### src/rtl/soft_expander.sv
// soft_expander: piecewise-linear soft expander for the sample path.
//   Small inputs pass at unity gain. Each higher segment of |x| adds one
//   quarter-gain step. The output saturates at full scale.
//   mode=0 is bypass with 1 clk latency.
//   mode=1 is expand: the slope*fraction product comes from a serial LSB-first
//   shift-add multiplier, so strobe-to-output is FW+2 clk.
//   Strobes that arrive while busy is high are dropped.
// Build option: define SOFT_EXPANDER_ROUND_EN to round half up before the
//   final >>2. When it is undefined the result is truncated.
// Handshake: there is no backpressure. A sampleClk pulse is accepted only when
//   busy=0, i.e. sampleClk acts as "valid" and ~busy acts as "ready". A pulse
//   with busy=1 is lost.
// dbg_state exposes the FSM state (IDLE/MUL/OUT) for checkers.
module soft_expander #(
  parameter int SIGWIDTH = 8,
  parameter int SEGBITS  = 4
) (
  input  logic                       clk,
  input  logic                       nReset,
  input  logic                       sampleClk,
  input  logic                       mode,
  input  logic signed [SIGWIDTH-1:0] sampleIn,
  output logic signed [SIGWIDTH-1:0] sampleOut,
  output logic                       busy,
  output logic [1:0]                 dbg_state
);

  localparam int FW      = SIGWIDTH - 1 - SEGBITS;
  localparam int W       = 2 ** FW;
  localparam int KMAX    = 2 ** SEGBITS - 1;
  localparam int SMAX    = 4 + KMAX;
  localparam int BMAX    = W * (4 * KMAX + KMAX * (KMAX - 1) / 2);
  localparam int ACC_MAX = BMAX + SMAX * (W - 1);
  // One spare bit so that the +2 rounding offset can never wrap.
  localparam int ACCW    = $clog2(ACC_MAX + 1) + 1;
  localparam int SW      = $clog2(SMAX + 1);
  localparam int CW      = (FW > 1) ? $clog2(FW) : 1;
  localparam int MAXPOS  = 2 ** (SIGWIDTH - 1) - 1;

  typedef enum logic [1:0] {
    IDLE = 2'd0,
    MUL  = 2'd1,
    OUT  = 2'd2
  } state_t;

  state_t state, state_nxt;

  logic                sign_q;
  logic [SEGBITS-1:0]  k_q;
  logic [FW-1:0]       f_q;
  logic [CW-1:0]       step_q;
  logic [ACCW-1:0]     prod_q;

  logic [SIGWIDTH-1:0] neg_in;
  logic [SIGWIDTH-2:0] mag;
  logic [SW-1:0]       slope;
  logic [ACCW-1:0]     acc;
  logic [ACCW-1:0]     acc_r;
  logic [ACCW-1:0]     y_full;
  logic [SIGWIDTH-1:0] y_sat;

  // Segment base B_k in quarter-gain units. It depends only on k.
  function automatic logic [ACCW-1:0] base_of(input logic [SEGBITS-1:0] k);
    int ki;
    ki = int'(k);
    return ACCW'(W * (4 * ki + ki * (ki - 1) / 2));
  endfunction

  assign dbg_state = state;

  // Input magnitude. -full-scale has no positive twin, so it clamps to MAXPOS.
  always_comb begin
    neg_in = SIGWIDTH'(~sampleIn) + SIGWIDTH'(1);
    mag    = sampleIn[SIGWIDTH-1] ? neg_in[SIGWIDTH-2:0] : sampleIn[SIGWIDTH-2:0];
    if (sampleIn[SIGWIDTH-1] && neg_in[SIGWIDTH-1]) begin
      mag = '1;
    end
  end

  // Result formation: base plus product, optional rounding, then saturation.
  always_comb begin
    slope  = SW'(4) + SW'(k_q);
    acc    = base_of(k_q) + prod_q;
`ifdef SOFT_EXPANDER_ROUND_EN
    acc_r  = acc + ACCW'(2);
`else
    acc_r  = acc;
`endif
    y_full = acc_r >> 2;
    if (y_full > ACCW'(MAXPOS)) begin
      y_sat = SIGWIDTH'(MAXPOS);
    end else begin
      y_sat = y_full[SIGWIDTH-1:0];
    end
  end

  // FSM state register.
  always_ff @(posedge clk or negedge nReset) begin
    if (!nReset) begin
      state <= IDLE;
    end else begin
      state <= state_nxt;
    end
  end

  // FSM next state. Only an expand strobe accepted in IDLE leaves IDLE.
  always_comb begin
    state_nxt = state;
    case (state)
      IDLE: if (sampleClk && mode) state_nxt = MUL;
      MUL:  if (step_q == CW'(FW - 1)) state_nxt = OUT;
      OUT:  state_nxt = IDLE;
      default: state_nxt = IDLE;
    endcase
  end

  // Datapath: capture, one shift-add step per MUL cycle, write result in OUT.
  always_ff @(posedge clk or negedge nReset) begin
    if (!nReset) begin
      sign_q    <= 1'b0;
      k_q       <= '0;
      f_q       <= '0;
      step_q    <= '0;
      prod_q    <= '0;
      sampleOut <= '0;
      busy      <= 1'b0;
    end else begin
      case (state)
        IDLE: begin
          if (sampleClk) begin
            if (mode) begin
              sign_q <= sampleIn[SIGWIDTH-1];
              k_q    <= mag[SIGWIDTH-2 -: SEGBITS];
              f_q    <= mag[FW-1:0];
              step_q <= '0;
              prod_q <= '0;
              busy   <= 1'b1;
            end else begin
              sampleOut <= sampleIn;
            end
          end
        end
        MUL: begin
          if (f_q[0]) begin
            prod_q <= prod_q + (ACCW'(slope) << step_q);
          end
          f_q    <= f_q >> 1;
          step_q <= step_q + CW'(1);
        end
        OUT: begin
          sampleOut <= sign_q ? SIGWIDTH'(-y_sat) : y_sat;
          busy      <= 1'b0;
        end
        default: busy <= 1'b0;
      endcase
    end
  end

endmodule

### config.mk
export PLATFORM = sky130hd
export DESIGN_NAME = soft_expander
export DESIGN_NICKNAME = d
export VERILOG_FILES = /design/src/rtl/soft_expander.sv
export SDC_FILE = /design/constraint.sdc
export NUM_CORES = 1
export LEC_CHECK = 0
export BUFFER_PORTS_ARGS = -buffer_cell sky130_fd_sc_hd__buf_4
export CAP_MARGIN = 15
export CORE_MARGIN = 2
export CORE_UTILIZATION = 38
export CTS_CLUSTER_DIAMETER = 80
export DETAILED_ROUTE_END_ITERATION = 10
export GPL_ROUTABILITY_DRIVEN = 0
export PLACE_DENSITY = 0.51
export SETUP_SLACK_MARGIN = 0.1
export SLEW_MARGIN = 25
export SYNTH_ARGS = -nofsm -noshare
export SYNTH_HDL_FRONTEND = slang
export SYNTH_SLANG_ARGS = --single-unit
### constraint.sdc
create_clock -name clk -period 10.4 [get_ports clk]
set_input_delay 2.08 -clock clk [delete_from_list [all_inputs] [get_ports clk]]
set_output_delay 2.08 -clock clk [all_outputs]
set_load 0.02 [all_outputs]
==> metrics.yaml <==
worstSetupStartpoint: "k_q[0]"
yosysSeqAreaShare_pct: 23.5
via_per_inst: 5.41
fin_crit_ps: 7020
crit_arrival_ps: 7170
synth-xor-area-share_pct: 8.54
cts_buffers: 5
cts-htree-levels: 2
utilization_pct: 42.7
fin_worst_skew_ps: 13.5
synth_edf_count: 0
clk_pin_slew_ps: 80
cp-end-kind: "flip-flop"
cts_tree: "built"
relSlewSlack_pct: 51.4
synthDistinctLibCells: 53
crit_fanout: 9
final_common_cell: "ha_1"
syn_inst: 388
timing.rr.end: "sampleOut[7]"
diodes: 0
rsz0062_at_grt: "false"
grt_pass1_wl_um: 14900
die_w_um: 100
synth_warnings: 0
ant_nets: 0
port_buffers: 22
fin_crit_sh_pct: 67.5
status: "finished, final reports clean"
grt_pass1_vias: 2986
drc: 0
num_vias: 2820
cts_resized: 0
io_pins: 23
cap_violations: 0
grt_usage_pct: 18.8
clkLatencyLatePin_ps: 300
post_drt_wl_per_cell_um: 16.3
synth_seq_cells: 33
reg2reg_depth: 22
die_area_sq_um: 10000
core_area_sq_um: 9110
critPathLaunchType: "flip-flop"
synth-compound-area-share_pct: 19.8
cts_max_path_buffers: 2
hp-class: "reg2reg"
syn_to_final_growth_pct: 10.7
clock.fmax_mhz: 142
overflow: 0
core.rowCount: 35
worst_pin_slew_ps: 727
finalSetupTns_ps: 0
drt_iter0_drc: 120
hpwlAfterDp_um: 6760
critPathKind: "reg2reg"
synthMuxAreaShare_pct: 2.71
synth_fp_nets: 462
num-nets-final: 483
async_flop_share_pct: 100
synth_top_area_cell: "dfrtp_1"
drive_gt1_share_pct: 9.02
initial_utilization_pct: 38.6
antenna_found_initial: 0
setup_viol_count_final: 0
hold_viol_final: 0
root_buffer: "clkbuf_8"
rr_startpoint: "k_q[0]"
synthFlopType: "dfrtp_1"
netlist_area_sq_um: 3510
synth_top_family_by_area: "adder cells"
grt_max_degree: 34
dr.pass1.iters: 4
hold_buffers: 0
numClockSinks: 33
crit_end: "sampleOut[7]"
synth_area_per_cell_sq_um: 9.06
die-height_um: 100
final_cell_mix: "ha_1 (52), inv_1 (34), dfrtp_1 (33)"
rrSetupSlack_ps: 3380
finalMaxSlewViolations: 0
yosys.area.top_type_share_pct: 23.5
cts_setup_buffers: 0
synthAdderAreaFrac_pct: 24.2
synthSimpleGateAreaFrac_pct: 16.4
ys_top_cells_by_area: "dfrtp_1 (23%), ha_1 (19%), fa_1 (5.7%), xnor2_1 (3.7%), inv_1 (3.6%)"
postRouteWirelength_um: 8490
required_ps: 10540
-- synth_stat cells, types with 2 or more instances --
cell and instances:
ha_1 52, inv_1 34, dfrtp_1 33, o21ai_0 25, a21oi_1 23, nor2_1 22
nand2_1 17, xnor2_1 15, xor2_1 14, nor2b_1 13, fa_1 10, a211oi_1 9
a22o_1 9, nand3_1 9, clkbuf_1 8, mux2i_1 8, nand2b_1 7, a21o_1 6
nor3_1 6, o311a_1 6, or3_1 6, a31oi_1 5, and2_1 5, a22oi_1 4
nor3b_1 4, and4_1 3, o21a_1 3, and3_1 2, and3b_1 2, nand4bb_1 2
o21ai_1 2, o21bai_1 2, o2bb2ai_1 2
-- critical path, cell delays in order, from the launching register on --
cell	delay (ps)
dfrtp_1	490
clkinv_1	310
ha_1	310
o21ai_0	350
inv_1	160
nand2_1	120
fa_1	420
fa_1	550
inv_1	50
fa_1	520
fa_1	620
ha_1	250
a21o_1	150
a21oi_1	200
xnor2_1	160
ha_1	300
and2_1	200
a22o_1	200
a21oi_1	240
a21oi_1	170
xor3_1	410
or4_1	520
o2bb2ai_1	140
-- through the flow --
stage / hold slack, ps / worst slack (ps) / instance area [sq um] / instances
after floorplan: 443 / 4040 / 3510 / 388
after global placement: 461 / 3630 / 3790 / 513
after detailed placement: 466 / 3420 / 3790 / 513
after CTS: 484 / 3380 / 3890 / 521
after global routing: 538 / 2810 / 3890 / 521
final: 485 / 3380 / 3890 / 521
-- area by class of cell --
type	instances	area, sq um
clock buffers	6	82.6
flip-flops and latches	33	826
repair buffers	24	180
fillers	933	5220
clock inverters	2	13.8
multi-input cells	310	2520
well taps	111	139
inverters	35	131
-- how the worst min path moves through the flow --
stage / slack, ps / cells past startpoint / start / to
6_report: 480 / 2 / f_q[1] / f_q[0]
5_1_grt: 540 / 2 / f_q[1] / f_q[0]
4_1_cts: 480 / 2 / f_q[1] / f_q[0]
3_5_place_dp: 470 / 2 / f_q[1] / f_q[0]
3_3_place_gp: 460 / 2 / f_q[1] / f_q[0]
2_1_floorplan: 440 / 2 / f_q[1] / f_q[0]
-- routing by layer --
metal | vias up | wire length [um] | GRT usage (%)
met5 | - | 0 | 0
met1 | 1326 | 4120 | 25.0
met3 | 13 | 285 | 2.86
li1 | 1434 | - | -
met4 | 0 | 172 | 5.80
met2 | 47 | 3920 | 31.4
-- sequential cells by signal (all words and copies together) (netlist names) --
register   cells
busy           1
dbg_state      2
f_q            3
k_q            4
prod_q        12
sampleOut      8
sign_q         1
step_q         2
-- cells by family after synthesis --
logic type / after synthesis
compound gates: 104
xor+xnor: 31
fa+ha+maj: 62
buf+inv: 45
flops: 33
mux: 9
simple gates: 104
Power is left out: the tool's default activity adds up to more than one toggle a clock period on the data nets, which glitch-free logic cannot reach.
